$ cat src/rtl/tc_arb_pkg.sv
// Shared types and constants for the TagCache acquire arbiter.
// Address/tag widths follow `ROCKET_PADDR_WIDTH / `TagBits when the SoC defines them.
`ifndef ROCKET_PADDR_WIDTH
`define ROCKET_PADDR_WIDTH 32
`endif
`ifndef TagBits
`define TagBits 4
`endif

package tc_arb_pkg;
    localparam int TLAW = `ROCKET_PADDR_WIDTH;
    localparam int TLDW = 64;
    localparam int TLTW = `TagBits;
    localparam int ABW  = TLAW - 6;

    localparam logic [2:0] A_GETBLOCK = 3'd1;
    localparam logic [2:0] A_PUT      = 3'd2;
    localparam logic [2:0] A_PUTBLOCK = 3'd3;

    localparam logic [3:0] G_PUTACK       = 4'd3;
    localparam logic [3:0] G_GETDATABLOCK = 4'd5;

    typedef enum logic {IDLE, BURST} arb_state_t;

    typedef struct packed {
        logic [ABW-1:0]  addr_block;
        logic [2:0]      beat;
        logic [2:0]      a_type;
        logic [12:0]     union_bits;
        logic [TLDW-1:0] data;
        logic [TLTW-1:0] tag;
    } acq_beat_t;
endpackage

$ cat src/rtl/tc_acquire_arbiter_if.sv
// Requester-side and tag-cache-side acquire/grant bundle of the arbiter.
// slave: arbiter view; master: the surrounding environment's view.
interface tc_acquire_arbiter_if
    import tc_arb_pkg::*;
#(
    parameter int NREQ      = 4,
    parameter int REQ_XID_W = 5,
    parameter int TLCIS     = 7
);
    logic [NREQ-1:0]                 req_acq_valid;
    logic [NREQ-1:0]                 req_acq_ready;
    logic [NREQ-1:0][ABW-1:0]        req_acq_addr_block;
    logic [NREQ-1:0][REQ_XID_W-1:0]  req_acq_xact_id;
    logic [NREQ-1:0][2:0]            req_acq_beat;
    logic [NREQ-1:0][2:0]            req_acq_a_type;
    logic [NREQ-1:0][12:0]           req_acq_union;
    logic [NREQ-1:0][TLDW-1:0]       req_acq_data;
    logic [NREQ-1:0][TLTW-1:0]       req_acq_tag;

    logic                 out_acq_valid;
    logic                 out_acq_ready;
    logic [ABW-1:0]       out_acq_addr_block;
    logic [TLCIS-1:0]     out_acq_client_xact_id;
    logic [2:0]           out_acq_addr_beat;
    logic [2:0]           out_acq_a_type;
    logic [12:0]          out_acq_union;
    logic [TLDW-1:0]      out_acq_data;
    logic [TLTW-1:0]      out_acq_tag;
    logic                 out_acq_is_builtin_type;

    logic                 out_gnt_valid;
    logic                 out_gnt_ready;
    logic [TLCIS-1:0]     out_gnt_client_xact_id;
    logic [2:0]           out_gnt_addr_beat;
    logic [3:0]           out_gnt_g_type;
    logic [TLDW-1:0]      out_gnt_data;
    logic [TLTW-1:0]      out_gnt_tag;

    logic [NREQ-1:0]      req_gnt_valid;
    logic [NREQ-1:0]      req_gnt_ready;
    logic [REQ_XID_W-1:0] req_gnt_xact_id;
    logic [2:0]           req_gnt_addr_beat;
    logic [3:0]           req_gnt_g_type;
    logic [TLDW-1:0]      req_gnt_data;
    logic [TLTW-1:0]      req_gnt_tag;

    modport slave (
        input  req_acq_valid, req_acq_addr_block, req_acq_xact_id, req_acq_beat,
               req_acq_a_type, req_acq_union, req_acq_data, req_acq_tag,
        output req_acq_ready,
        output out_acq_valid, out_acq_addr_block, out_acq_client_xact_id, out_acq_addr_beat,
               out_acq_a_type, out_acq_union, out_acq_data, out_acq_tag, out_acq_is_builtin_type,
        input  out_acq_ready,
        input  out_gnt_valid, out_gnt_client_xact_id, out_gnt_addr_beat, out_gnt_g_type,
               out_gnt_data, out_gnt_tag,
        output out_gnt_ready,
        output req_gnt_valid, req_gnt_xact_id, req_gnt_addr_beat, req_gnt_g_type,
               req_gnt_data, req_gnt_tag,
        input  req_gnt_ready
    );

    modport master (
        output req_acq_valid, req_acq_addr_block, req_acq_xact_id, req_acq_beat,
               req_acq_a_type, req_acq_union, req_acq_data, req_acq_tag,
        input  req_acq_ready,
        input  out_acq_valid, out_acq_addr_block, out_acq_client_xact_id, out_acq_addr_beat,
               out_acq_a_type, out_acq_union, out_acq_data, out_acq_tag, out_acq_is_builtin_type,
        output out_acq_ready,
        output out_gnt_valid, out_gnt_client_xact_id, out_gnt_addr_beat, out_gnt_g_type,
               out_gnt_data, out_gnt_tag,
        input  out_gnt_ready,
        input  req_gnt_valid, req_gnt_xact_id, req_gnt_addr_beat, req_gnt_g_type,
               req_gnt_data, req_gnt_tag,
        output req_gnt_ready
    );
endinterface

$ cat src/rtl/tc_acquire_arbiter_rr_picker.sv
// Combinational round-robin picker: first set request at or after ptr_i, wrapping.
module tc_rr_picker #(
    parameter int N  = 4,
    parameter int IW = $clog2(N)
) (
    input  logic [N-1:0]  req_i,
    input  logic [IW-1:0] ptr_i,
    output logic [N-1:0]  gnt_o,
    output logic [IW-1:0] idx_o,
    output logic          vld_o
);
    logic [IW-1:0] k;

    // Walk from farthest to nearest offset so the nearest hit is the last write.
    always_comb begin
        gnt_o = '0;
        idx_o = ptr_i;
        vld_o = 1'b0;
        k     = '0;
        for (int o = N - 1; o >= 0; o--) begin
            k = ptr_i + IW'(o);
            if (req_i[k]) begin
                idx_o = k;
                vld_o = 1'b1;
            end
        end
        if (vld_o) gnt_o[idx_o] = 1'b1;
    end
endmodule

$ cat src/rtl/tc_acquire_arbiter.sv
// Round-robin acquire arbiter for the TagCache port with atomic PutBlock bursts,
// xact-id prefix grant routing and per-requester outstanding caps. Option: TC_ARB_PFC_EN.
module tc_acquire_arbiter
    import tc_arb_pkg::*;
#(
    parameter int NREQ      = 4,
    parameter int REQ_XID_W = 5,
    parameter int TLCIS     = 7,
    parameter int TLBS      = 8,
    parameter int MAX_OUTST = 4
) (
    input  logic clk,
    input  logic rstn,
    tc_acquire_arbiter_if.slave bus,
    output logic [NREQ-1:0][$clog2(MAX_OUTST+1)-1:0] outst_cnt,
    output logic err_unexp_gnt
`ifdef TC_ARB_PFC_EN
    ,
    input  logic                  pfc_clr,
    output logic [NREQ-1:0][31:0] pfc_stall
`endif
);
    localparam int IW = $clog2(NREQ);
    localparam int CW = $clog2(MAX_OUTST + 1);
    localparam logic [2:0]    LAST_BEAT = 3'(TLBS - 1);
    localparam logic [CW-1:0] CMAX      = CW'(MAX_OUTST);

    arb_state_t              state_q, state_d;
    logic [IW-1:0]           rr_q, rr_d, owner_q, owner_d;
    logic [NREQ-1:0][CW-1:0] cnt_q, cnt_d;
    logic                    err_q, err_d;

    logic [NREQ-1:0] elig, win_oh, inc, dec;
    logic [IW-1:0]   win_idx, dst;
    logic            win_vld, acq_fire, gnt_fire, gnt_final;
    acq_beat_t       win;

    // In a burst only the owner may proceed, regardless of its count.
    always_comb begin
        for (int i = 0; i < NREQ; i++)
            elig[i] = bus.req_acq_valid[i] &&
                      ((state_q == IDLE) ? (cnt_q[i] < CMAX) : (owner_q == IW'(i)));
    end

    tc_rr_picker #(.N(NREQ)) u_pick (
        .req_i (elig),
        .ptr_i (rr_q),
        .gnt_o (win_oh),
        .idx_o (win_idx),
        .vld_o (win_vld)
    );

    always_comb begin
        win.addr_block = bus.req_acq_addr_block[win_idx];
        win.beat       = bus.req_acq_beat[win_idx];
        win.a_type     = bus.req_acq_a_type[win_idx];
        win.union_bits = bus.req_acq_union[win_idx];
        win.data       = bus.req_acq_data[win_idx];
        win.tag        = bus.req_acq_tag[win_idx];
    end

    // No acquire may be offered or accepted while held in reset.
    assign acq_fire                   = win_vld && rstn && bus.out_acq_ready;
    assign bus.out_acq_valid          = win_vld && rstn;
    assign bus.req_acq_ready          = acq_fire ? win_oh : '0;
    assign bus.out_acq_client_xact_id = {win_idx, bus.req_acq_xact_id[win_idx]};
    assign bus.out_acq_addr_block     = win.addr_block;
    assign bus.out_acq_addr_beat      = win.beat;
    assign bus.out_acq_a_type         = win.a_type;
    assign bus.out_acq_union          = win.union_bits;
    assign bus.out_acq_data           = win.data;
    assign bus.out_acq_tag            = win.tag;
    assign bus.out_acq_is_builtin_type = 1'b1;

    assign dst                   = bus.out_gnt_client_xact_id[TLCIS-1:REQ_XID_W];
    assign bus.req_gnt_valid     = bus.out_gnt_valid ? (NREQ'(1) << dst) : '0;
    assign bus.out_gnt_ready     = bus.req_gnt_ready[dst];
    assign bus.req_gnt_xact_id   = bus.out_gnt_client_xact_id[REQ_XID_W-1:0];
    assign bus.req_gnt_addr_beat = bus.out_gnt_addr_beat;
    assign bus.req_gnt_g_type    = bus.out_gnt_g_type;
    assign bus.req_gnt_data      = bus.out_gnt_data;
    assign bus.req_gnt_tag       = bus.out_gnt_tag;
    assign gnt_fire  = bus.out_gnt_valid && bus.out_gnt_ready;
    assign gnt_final = (bus.out_gnt_g_type != G_GETDATABLOCK) || (bus.out_gnt_addr_beat == LAST_BEAT);

    always_comb begin
        state_d = state_q;
        rr_d    = rr_q;
        owner_d = owner_q;
        case (state_q)
            IDLE: if (acq_fire) begin
                rr_d = win_idx + IW'(1);
                if (win.a_type == A_PUTBLOCK && win.beat != LAST_BEAT) begin
                    owner_d = win_idx;
                    state_d = BURST;
                end
            end
            BURST: if (acq_fire && win.beat == LAST_BEAT) state_d = IDLE;
            default: state_d = IDLE;
        endcase
    end

    // A burst counts as one transaction: only the first (IDLE) beat increments.
    assign inc = (acq_fire && state_q == IDLE) ? win_oh : '0;
    assign dec = (gnt_fire && gnt_final) ? bus.req_gnt_valid : '0;

    always_comb begin
        err_d = err_q;
        cnt_d = cnt_q;
        for (int i = 0; i < NREQ; i++) begin
            if (inc[i] && !dec[i]) cnt_d[i] = cnt_q[i] + CW'(1);
            else if (dec[i] && !inc[i]) begin
                if (cnt_q[i] == '0) err_d = 1'b1;
                else cnt_d[i] = cnt_q[i] - CW'(1);
            end
        end
    end

    always_ff @(posedge clk or negedge rstn) begin
        if (!rstn) begin
            state_q <= IDLE;
            rr_q    <= '0;
            owner_q <= '0;
            cnt_q   <= '0;
            err_q   <= 1'b0;
        end else begin
            state_q <= state_d;
            rr_q    <= rr_d;
            owner_q <= owner_d;
            cnt_q   <= cnt_d;
            err_q   <= err_d;
        end
    end

    assign outst_cnt     = cnt_q;
    assign err_unexp_gnt = err_q;

`ifdef TC_ARB_PFC_EN
    logic [NREQ-1:0][31:0] pfc_q, pfc_d;

    always_comb begin
        pfc_d = pfc_q;
        for (int i = 0; i < NREQ; i++) begin
            if (pfc_clr) pfc_d[i] = '0;
            else if (bus.req_acq_valid[i] && !bus.req_acq_ready[i] && pfc_q[i] != '1)
                pfc_d[i] = pfc_q[i] + 32'd1;
        end
    end

    always_ff @(posedge clk or negedge rstn) begin
        if (!rstn) pfc_q <= '0;
        else       pfc_q <= pfc_d;
    end

    assign pfc_stall = pfc_q;
`endif
endmodule
$ cat src/flat_wrapper.sv
// flat-port wrapper written by rule: the top's interface ports become plain ports
module tc_acquire_arbiter_flat import tc_arb_pkg::*;
#(
    parameter int NREQ      = 4,
    parameter int REQ_XID_W = 5,
    parameter int TLCIS     = 7,
    parameter int TLBS      = 8,
    parameter int MAX_OUTST = 4
)
  (clk, rstn, outst_cnt, err_unexp_gnt, bus_req_acq_valid, bus_req_acq_addr_block, bus_req_acq_xact_id, bus_req_acq_beat, bus_req_acq_a_type, bus_req_acq_union, bus_req_acq_data, bus_req_acq_tag, bus_req_acq_ready, bus_out_acq_valid, bus_out_acq_addr_block, bus_out_acq_client_xact_id, bus_out_acq_addr_beat, bus_out_acq_a_type, bus_out_acq_union, bus_out_acq_data, bus_out_acq_tag, bus_out_acq_is_builtin_type, bus_out_acq_ready, bus_out_gnt_valid, bus_out_gnt_client_xact_id, bus_out_gnt_addr_beat, bus_out_gnt_g_type, bus_out_gnt_data, bus_out_gnt_tag, bus_out_gnt_ready, bus_req_gnt_valid, bus_req_gnt_xact_id, bus_req_gnt_addr_beat, bus_req_gnt_g_type, bus_req_gnt_data, bus_req_gnt_tag, bus_req_gnt_ready);
  tc_acquire_arbiter_if #(.NREQ(NREQ), .REQ_XID_W(REQ_XID_W), .TLCIS(TLCIS)) bus_i ();
  input  logic clk;
  input  logic rstn;
  output logic [NREQ-1:0][$clog2(MAX_OUTST+1)-1:0] outst_cnt;
  output logic err_unexp_gnt;
  input wire logic [$bits(bus_i.req_acq_valid)-1:0] bus_req_acq_valid;
  input wire logic [$bits(bus_i.req_acq_addr_block)-1:0] bus_req_acq_addr_block;
  input wire logic [$bits(bus_i.req_acq_xact_id)-1:0] bus_req_acq_xact_id;
  input wire logic [$bits(bus_i.req_acq_beat)-1:0] bus_req_acq_beat;
  input wire logic [$bits(bus_i.req_acq_a_type)-1:0] bus_req_acq_a_type;
  input wire logic [$bits(bus_i.req_acq_union)-1:0] bus_req_acq_union;
  input wire logic [$bits(bus_i.req_acq_data)-1:0] bus_req_acq_data;
  input wire logic [$bits(bus_i.req_acq_tag)-1:0] bus_req_acq_tag;
  output wire logic [$bits(bus_i.req_acq_ready)-1:0] bus_req_acq_ready;
  output wire logic [$bits(bus_i.out_acq_valid)-1:0] bus_out_acq_valid;
  output wire logic [$bits(bus_i.out_acq_addr_block)-1:0] bus_out_acq_addr_block;
  output wire logic [$bits(bus_i.out_acq_client_xact_id)-1:0] bus_out_acq_client_xact_id;
  output wire logic [$bits(bus_i.out_acq_addr_beat)-1:0] bus_out_acq_addr_beat;
  output wire logic [$bits(bus_i.out_acq_a_type)-1:0] bus_out_acq_a_type;
  output wire logic [$bits(bus_i.out_acq_union)-1:0] bus_out_acq_union;
  output wire logic [$bits(bus_i.out_acq_data)-1:0] bus_out_acq_data;
  output wire logic [$bits(bus_i.out_acq_tag)-1:0] bus_out_acq_tag;
  output wire logic [$bits(bus_i.out_acq_is_builtin_type)-1:0] bus_out_acq_is_builtin_type;
  input wire logic [$bits(bus_i.out_acq_ready)-1:0] bus_out_acq_ready;
  input wire logic [$bits(bus_i.out_gnt_valid)-1:0] bus_out_gnt_valid;
  input wire logic [$bits(bus_i.out_gnt_client_xact_id)-1:0] bus_out_gnt_client_xact_id;
  input wire logic [$bits(bus_i.out_gnt_addr_beat)-1:0] bus_out_gnt_addr_beat;
  input wire logic [$bits(bus_i.out_gnt_g_type)-1:0] bus_out_gnt_g_type;
  input wire logic [$bits(bus_i.out_gnt_data)-1:0] bus_out_gnt_data;
  input wire logic [$bits(bus_i.out_gnt_tag)-1:0] bus_out_gnt_tag;
  output wire logic [$bits(bus_i.out_gnt_ready)-1:0] bus_out_gnt_ready;
  output wire logic [$bits(bus_i.req_gnt_valid)-1:0] bus_req_gnt_valid;
  output wire logic [$bits(bus_i.req_gnt_xact_id)-1:0] bus_req_gnt_xact_id;
  output wire logic [$bits(bus_i.req_gnt_addr_beat)-1:0] bus_req_gnt_addr_beat;
  output wire logic [$bits(bus_i.req_gnt_g_type)-1:0] bus_req_gnt_g_type;
  output wire logic [$bits(bus_i.req_gnt_data)-1:0] bus_req_gnt_data;
  output wire logic [$bits(bus_i.req_gnt_tag)-1:0] bus_req_gnt_tag;
  input wire logic [$bits(bus_i.req_gnt_ready)-1:0] bus_req_gnt_ready;
  assign bus_i.req_acq_valid = bus_req_acq_valid;
  assign bus_i.req_acq_addr_block = bus_req_acq_addr_block;
  assign bus_i.req_acq_xact_id = bus_req_acq_xact_id;
  assign bus_i.req_acq_beat = bus_req_acq_beat;
  assign bus_i.req_acq_a_type = bus_req_acq_a_type;
  assign bus_i.req_acq_union = bus_req_acq_union;
  assign bus_i.req_acq_data = bus_req_acq_data;
  assign bus_i.req_acq_tag = bus_req_acq_tag;
  assign bus_req_acq_ready = bus_i.req_acq_ready;
  assign bus_out_acq_valid = bus_i.out_acq_valid;
  assign bus_out_acq_addr_block = bus_i.out_acq_addr_block;
  assign bus_out_acq_client_xact_id = bus_i.out_acq_client_xact_id;
  assign bus_out_acq_addr_beat = bus_i.out_acq_addr_beat;
  assign bus_out_acq_a_type = bus_i.out_acq_a_type;
  assign bus_out_acq_union = bus_i.out_acq_union;
  assign bus_out_acq_data = bus_i.out_acq_data;
  assign bus_out_acq_tag = bus_i.out_acq_tag;
  assign bus_out_acq_is_builtin_type = bus_i.out_acq_is_builtin_type;
  assign bus_i.out_acq_ready = bus_out_acq_ready;
  assign bus_i.out_gnt_valid = bus_out_gnt_valid;
  assign bus_i.out_gnt_client_xact_id = bus_out_gnt_client_xact_id;
  assign bus_i.out_gnt_addr_beat = bus_out_gnt_addr_beat;
  assign bus_i.out_gnt_g_type = bus_out_gnt_g_type;
  assign bus_i.out_gnt_data = bus_out_gnt_data;
  assign bus_i.out_gnt_tag = bus_out_gnt_tag;
  assign bus_out_gnt_ready = bus_i.out_gnt_ready;
  assign bus_req_gnt_valid = bus_i.req_gnt_valid;
  assign bus_req_gnt_xact_id = bus_i.req_gnt_xact_id;
  assign bus_req_gnt_addr_beat = bus_i.req_gnt_addr_beat;
  assign bus_req_gnt_g_type = bus_i.req_gnt_g_type;
  assign bus_req_gnt_data = bus_i.req_gnt_data;
  assign bus_req_gnt_tag = bus_i.req_gnt_tag;
  assign bus_i.req_gnt_ready = bus_req_gnt_ready;
  tc_acquire_arbiter #(.NREQ(NREQ), .REQ_XID_W(REQ_XID_W), .TLCIS(TLCIS), .TLBS(TLBS), .MAX_OUTST(MAX_OUTST)) u_core (.clk(clk), .rstn(rstn), .bus(bus_i), .outst_cnt(outst_cnt), .err_unexp_gnt(err_unexp_gnt));
endmodule
$ cat config.mk
export PLATFORM = sky130hd
export DESIGN_NAME = tc_acquire_arbiter_flat
export DESIGN_NICKNAME = d
export VERILOG_FILES = /design/src/rtl/tc_arb_pkg.sv /design/src/rtl/tc_acquire_arbiter_if.sv /design/src/rtl/tc_acquire_arbiter_rr_picker.sv /design/src/rtl/tc_acquire_arbiter.sv /design/src/flat_wrapper.sv
export SDC_FILE = /design/constraint.sdc
export NUM_CORES = 1
export LEC_CHECK = 0
export ABC_AREA = 1
export BUFFER_PORTS_ARGS = -buffer_cell sky130_fd_sc_hd__buf_4
export CAP_MARGIN = 20
export CORE_AREA = 2 2 303 305
export CTS_BUF_LIST = sky130_fd_sc_hd__clkbuf_16
export CTS_CLUSTER_SIZE = 8
export DETAILED_ROUTE_END_ITERATION = 7
export DIE_AREA = 0 0 305 307
export PLACE_DENSITY = 0.38
export SYNTH_ARGS = -nofsm -noshare
export SYNTH_HDL_FRONTEND = slang
export SYNTH_HIERARCHICAL = 1
export SYNTH_SLANG_ARGS = --single-unit
$ cat constraint.sdc
create_clock -name clk -period 6.25 [get_ports clk]
set_input_delay 0.9375 -clock clk [delete_from_list [all_inputs] [get_ports clk]]
set_output_delay 0.9375 -clock clk [all_outputs]
set_load 0.01 [all_outputs]
==> results of run 1 <==
[metal layers]
layer | track usage (%) | routed length [um]
met1 | 9.81 | 17100
met2 | 17.6 | 24800
met3 | 4.27 | 5670
met4 | 2.46 | 1100
met5 | 0 | 0
[worst max-delay path, cell delays in order]
cell and delay (ps):
buf_4 80, inv_1 40, a211oi_1 310, inv_1 70, nand2_1 80, nand3_1 110
nand2_1 100, inv_2 40, nand2_2 50, nand2_2 50, nand3_1 180, nand2_8 230
inv_8 460, buf_12 270, o21ai_0 130, o22ai_1 280, buf_4 180
[per-stage QoR]
stage / setup slack [ps] / power (mW) / hold WS (ps)
floorplan: 2440 / 5.02 / 475
detailed placement: 1520 / 9.80 / 537
CTS: 1510 / 9.96 / 551
finish: 1580 / 9.74 / 549
global placement: 1500 / 9.90 / 526
global route: 1340 / 10.7 / 582
[worst paths after layout]
path / start / endpoint / slack (ps) / cells after the start
hold reg to reg: u_core/state_q$_DFF_PN0_ / u_core/state_q$_DFF_PN0_ / 550 / 2
max in group asynchronous: rstn / u_core/outst_cnt[4]$_DFFE_PN0P_ / 5450 / 1
setup reg to reg: u_core/state_q$_DFF_PN0_ / u_core/outst_cnt[11]$_DFFE_PN0P_ / 2470 / 19
min in group asynchronous: rstn / u_core/owner_q[0]$_DFFE_PN0P_ / 570 / 1
setup / recovery: bus_req_acq_valid[1] / bus_out_acq_data[7] / 1580 / 17
hold / removal: u_core/state_q$_DFF_PN0_ / u_core/state_q$_DFF_PN0_ / 550 / 2
[cell families (layout without fill, tap and decap cells)]
kind of cell / count (synthesis) / count (layout) / share of synthesized area [%]
adders and majority gates: 12 / 12 / 3.28
muxes: 4 / 4 / 0.820
buffers and inverters: 236 / 746 / 23.2
other: 1 / 3 / 0.0682
xor gates and xnor gates: 9 / 9 / 1.43
AOI/OAI and AO/OA: 355 / 355 / 35.1
and+or+nand+nor: 379 / 379 / 27.9
DFF: 18 / 18 / 8.20
[cells in the final DEF (no fill, tap or decap), drive strengths merged]
master and instances:
buf 665, nor2 249, o21ai 231, o22ai 112
nand2 87, inv 77, nand3 34, dfrtp 18
a21oi 8, xor2 8, ha 8, or2 4
mux2 4, fa 4, clkbuf 3, nor3 3
diode 2, nand4 2, a211oi 2, clkinv 1
o21bai 1, o221ai 1, xnor2 1, conb 1
[final cells by class]
cell class / instances / area, sq um / area share (%)
Timing Repair Buffer: 665 / 5090 / 45.4
Multi-Input combinational cell: 760 / 3790 / 33.8
Tap cell: 1186 / 1480 / 13.2
Sequential cell: 18 / 450 / 4.02
Inverter: 77 / 307 / 2.73
Clock buffer: 3 / 75.1 / 0.670
Antenna cell: 2 / 5.00 / 0.0447
Clock inverter: 1 / 3.75 / 0.0335
[cell usage after synthesis, types with 2 or more instances]
| cell | number |
|---|---|
| buf_6 | 6 |
| nor3_1 | 3 |
| nand2_2 | 15 |
| or2_2 | 4 |
| dfrtp_1 | 18 |
| nand3_1 | 33 |
| nand4_1 | 2 |
| inv_1 | 72 |
| xor2_1 | 8 |
| ha_1 | 8 |
| nand2_1 | 72 |
| a211oi_1 | 2 |
| inv_2 | 3 |
| buf_4 | 83 |
| o21ai_0 | 212 |
| fa_1 | 4 |
| mux2_2 | 4 |
| o21ai_1 | 19 |
| nor2_1 | 248 |
| a21oi_1 | 8 |
| buf_2 | 20 |
| clkbuf_1 | 50 |
| o22ai_1 | 112 |
[power by group through the flow]
| stage | logic (mW) | clock network [mW] | registers [mW] |
|---|---|---|---|
| final | 9.35 | 0.134 | 0.262 |
| after global placement | 9.63 | 0 | 0.268 |
| after global routing | 10.3 | 0.141 | 0.278 |
| after floorplan | 4.77 | 0 | 0.251 |
| after detailed placement | 9.54 | 0 | 0.268 |
| after CTS | 9.56 | 0.137 | 0.266 |
[registers in the layout, summed over array words and instances, names as in the netlist]
name	count
u_core/outst_cnt	12
u_core/rr_q	2
u_core/owner_q	2
u_core/err_unexp_gnt	1
u_core/state_q	1
==> results.toml, run 1 <==
[run_status]
outcome = "finished, final reports clean"

[placed_design]
place.gp.congestion = 0.819
io_buffers = 642
place_area_sq_um = 11100
dpl.hpwl_mm = 42.1
placed_cells = 2706

[synthesis]
synth_cell_types = 31
synth_seq_cells = 18
synth_flop_cell = "dfrtp_1"
syn_nets = 1592
synth_top_area_cell = "o21ai_0"
synth_area_leaders = "o21ai_0 19%, nor2_1 17%, o22ai_1 13%"
synth_area_sq_um = 5500
seq_area_frac_synth_pct = 8.20
synth_async_sr_flop_share_pct = 100
ys.warnings.count = 6
synthCells = 1014
synth_top_area_share_pct = 19.3
postSynthAreaPerCell_sq_um = 5.42
synth_edf_count = 0

[cts]
clk_latency_ps = 250
cts_buffer_depth = 2
clkSinkCount = 18
htree_levels = 1
cts_setup_buffers = 0
cts-resized-gates = 0
cts_inserted_buffers = 3
cts_tree = "done"
cts_root_buf = "clkbuf_16"
path_clk_slew_ps = 50
cts_hold_buf = 0

[pwr]
cellPowerDensity_nw_per_um2 = 869
p_sw_mw = 5.81
pwr-share-seq_pct = 2.7
p_comb_share_pct = 95.9
clockPowerShare_pct = 1.4
switching_share_pct = 59.7
p_leak_nw = 5.19
peakVddDrop_uv = 439
internal_power_mw = 3.93

[global_route]
grt_pass1_vias = 9172
grt_pass1_wl_mm = 65.6
grt_overflow = 0
track_usage_pct = 9.57
antenna_found_initial = 7
grt_max_degree = 82

[floorplanning]
pin_count = 790
rows = 111
fp.dieW_um = 305
fp.dieH_um = 307
core_sq_um = 90700
dieArea_sq_um = 93600
start_util_pct = 6.06

[setup_path]
critPathKind = "in -> out"
critPathRequiredTime_ps = 5310
cp_data_arrival_time_ps = 3740
cp-start-kind = "primary input"
crit_fanout = 69
cp-end-kind = "primary output"

[sta]
hold_viol_final = 0
fmax_ghz = 0.214
finalSetupViolations = 0
fin_setup_tns_ps = 0
min_period_over_period_pct = 74.8
fin_crit_ps = 4670
relSlewSlack_pct = 54.7
skew_ps = 5.50
finalMaxSlewViolations = 0
rsz0062_at_grt = "false"
max_slew.worst_pin.slew_ps = 679

[layout]
design_area_sq_um = 11200
syn2layout_area_growth_pct = 104
layoutNonFillerInstCount = 2712
nFillCells = 10700
final_util_pct = 12.4
layout-drive-gt1-share_pct = 45.9
nNetsFinal = 2103

[detailed_routing]
drtIter0Drc = 541
drt-total-wl_mm = 48.6
wire_per_inst_um = 17.9
viasPerCell = 3.38
vias = 9155
drt-pass1-iter-count = 5
postRouteAntennaNets = 0
drc_errors = 0

[hold_path]
min_path_type = "reg -> reg"

[run]
drv_cap = 0
Power figures use the tool's default switching activity.
==> run 2, diff against run 1 <==
--- a/config.mk
+++ b/config.mk
@@ -8,11 +8,11 @@
 export ABC_AREA = 1
 export BUFFER_PORTS_ARGS = -buffer_cell sky130_fd_sc_hd__buf_4
 export CAP_MARGIN = 20
-export CORE_AREA = 2 2 303 305
+export CORE_AREA = 2 2 306 308
 export CTS_BUF_LIST = sky130_fd_sc_hd__clkbuf_16
 export CTS_CLUSTER_SIZE = 8
 export DETAILED_ROUTE_END_ITERATION = 7
-export DIE_AREA = 0 0 305 307
+export DIE_AREA = 0 0 308 310
 export PLACE_DENSITY = 0.38
 export SYNTH_ARGS = -nofsm -noshare
 export SYNTH_HDL_FRONTEND = slang
==> constraint.sdc (replaced) <==
create_clock -name clk -period 3.8 [get_ports clk]
set_input_delay 0.57 -clock clk [delete_from_list [all_inputs] [get_ports clk]]
set_output_delay 0.57 -clock clk [all_outputs]
set_load 0.01 [all_outputs]
==> run 2 against run 1 <==
  * Clock skew down 4.7 ps
  * Core utilization up 0.24 points
  * Total power up 76%
  * Hold slack worse by 350 ps
  * Clock-buffer cell count unchanged
  * Die area up 2.0%
  * Flip-flop and latch count unchanged
  * Sequential share of layout area down 0.15 points
  * Cell count up 2.0%
  * Largest power group unchanged
==> results.toml, run 2 (synthesized netlist as in run 1, its figures left out) <==
[sta]
fin_setup_tns_ps = 0
rsz0062_at_grt = "true"
fin_crit_ps = 3550
hold_slack_ps = 203
relSlewSlack_pct = 66.1
skew_ps = 0.765
min_period_over_period_pct = 93.5
fmax_ghz = 0.281
finalSetupViolations = 0
hold_viol_final = 0
finalMaxSlewViolations = 0
max_slew.worst_pin.slew_ps = 509

[layout]
final_cell_mix = "693 x buf_4, 247 x nor2_1, 212 x o21ai_0"
layoutNonFillerInstCount = 2767
largest_reg_flops = 12
mostFrequentLayoutCell = "buf_4"
syn2layout_area_growth_pct = 112
regArea_sq_um = 450
layout-drive-gt1-share_pct = 48.0
multi_input_area_sq_um = 3830
nFillCells = 10900
design_area_sq_um = 11600
nNetsFinal = 2146

[run_status]
outcome = "finished, final reports clean"

[cts]
htree_levels = 1
path_clk_slew_ps = 50
cts_inserted_buffers = 3
cts_buffer_depth = 2
cts_tree = "done"
clkSinkCount = 18
cts_hold_buf = 0
clk_latency_ps = 250
cts_root_buf = "clkbuf_16"

[detailed_routing]
postRouteAntennaNets = 0
drt-total-wl_mm = 46.1
viasPerCell = 3.26
wire_per_inst_um = 16.7
drc_errors = 0
drtIter0Drc = 485
vias = 9011
drt-pass1-iter-count = 5

[pwr]
pwr-share-seq_pct = 2.6
internal_power_mw = 7.35
cellPowerDensity_nw_per_um2 = 1470
p_leak_nw = 5.44
p_sw_mw = 9.76
p_comb_share_pct = 96.2
power.total_mw = 17.1
switching_share_pct = 57.1
peakVddDrop_uv = 585
clockPowerShare_pct = 1.2

[setup_path]
critPathKind = "reg -> out"
critPathSlowestCell = "dfrtp_1"
critPathBufInv = 7
r2r_setup_slack_ps = 400
crit_chain = "inv_1 > o21ai_0 > nand2_1 > a21oi_1 > inv_1 > nand2_1 > nand3_1 > nand2_1 > inv_1 > nand2_1 > nand2_2 > nand2_8 > buf_16 > buf_6 > o21ai_0 > o22ai_2 > buf_4 > buf_4"
critPathRequiredTime_ps = 3230
cp-start-kind = "register"
crit_top_cell = "nand2_1"
r2r_start = "u_core/owner_q[1]$_DFFE_PN0P_"
cp-end-kind = "primary output"
crit_family = "buffers and inverters"
startpoint = "u_core/owner_q[1]$_DFFE_PN0P_"
reg2reg_to = "u_core/outst_cnt[11]$_DFFE_PN0P_"
cp_data_arrival_time_ps = 2980
ff2ff_path_depth = 22
slowest_delay_ps = 390
crit_fanout = 40

[floorplanning]
pin_count = 790
fp.dieH_um = 310
fp.dieW_um = 308
core_sq_um = 92500
start_util_pct = 5.94
rows = 112
dieArea_sq_um = 95500

[placed_design]
place_area_sq_um = 11400
io_buffers = 642
placed_cells = 2757
place.gp.congestion = 0.819
dpl.hpwl_mm = 40.0

[global_route]
grt_max_degree = 50
track_usage_pct = 8.71
grt_pass1_wl_mm = 60.7
antenna_found_initial = 9
grt_overflow = 0
grt_pass1_vias = 8948

[run]
drv_cap = 0

[hold_path]
min_path_type = "in -> async"
## run 2: metal layers
| layer | share of wire, % | vias up | track usage [%] |
|---|---|---|---|
| met3 | 14 | 40 | 4.80 |
| met1 | 33 | 4015 | 8.43 |
| met4 | 2.0 | 8 | 2.47 |
| met2 | 50 | 492 | 15.9 |
| met5 | 0.11 | - | 0 |
| li1 | - | 4456 | - |
## run 2: how the worst max path moves through the flow
stage,endpoint,slack (ps),depth (start not counted)
CTS,bus_out_acq_addr_block[6],20,16
detailed placement,bus_out_acq_union[4],110,18
floorplan,u_core/outst_cnt[11]$_DFFE_PN0P_,610,18
finish,bus_out_acq_union[4],250,18
global placement,bus_out_acq_union[4],130,18
global route,bus_out_acq_union[1],-60,19
## run 2: power groups by stage
stage	combinational, mW	clock (mW)	sequential (mW)
after floorplan	7.85	0	0.413
after detailed placement	16.5	0	0.449
after global placement	16.7	0	0.450
after global routing	18.1	0.224	0.466
after CTS	16.6	0.215	0.448
final	16.5	0.209	0.439
## run 2: through the flow
stage	setup slack [ps]	util, %
2_1_floorplan	607	-
3_5_place_dp	110	12.4
6_report	247	12.6
5_1_grt	-59.8	12.6
4_1_cts	22.6	12.5
3_3_place_gp	126	12.4
## run 2: layout make-up
cell class,instances,area share (%)
multi-input cells,760,32.9
inverters,77,2.67
flip-flops and latches,18,3.87
clock buffers,3,0.644
repair buffers,708,47.0
diodes,4,0.0859
well taps,1197,12.9
## run 2: timing repair
action                                  4_1_cts  5_1_grt
gates resized for setup                       2       17
pin swaps                                     0        2
endpoints found under the setup margin        2      109
buffers inserted                              0        2
cloned                                        0        1
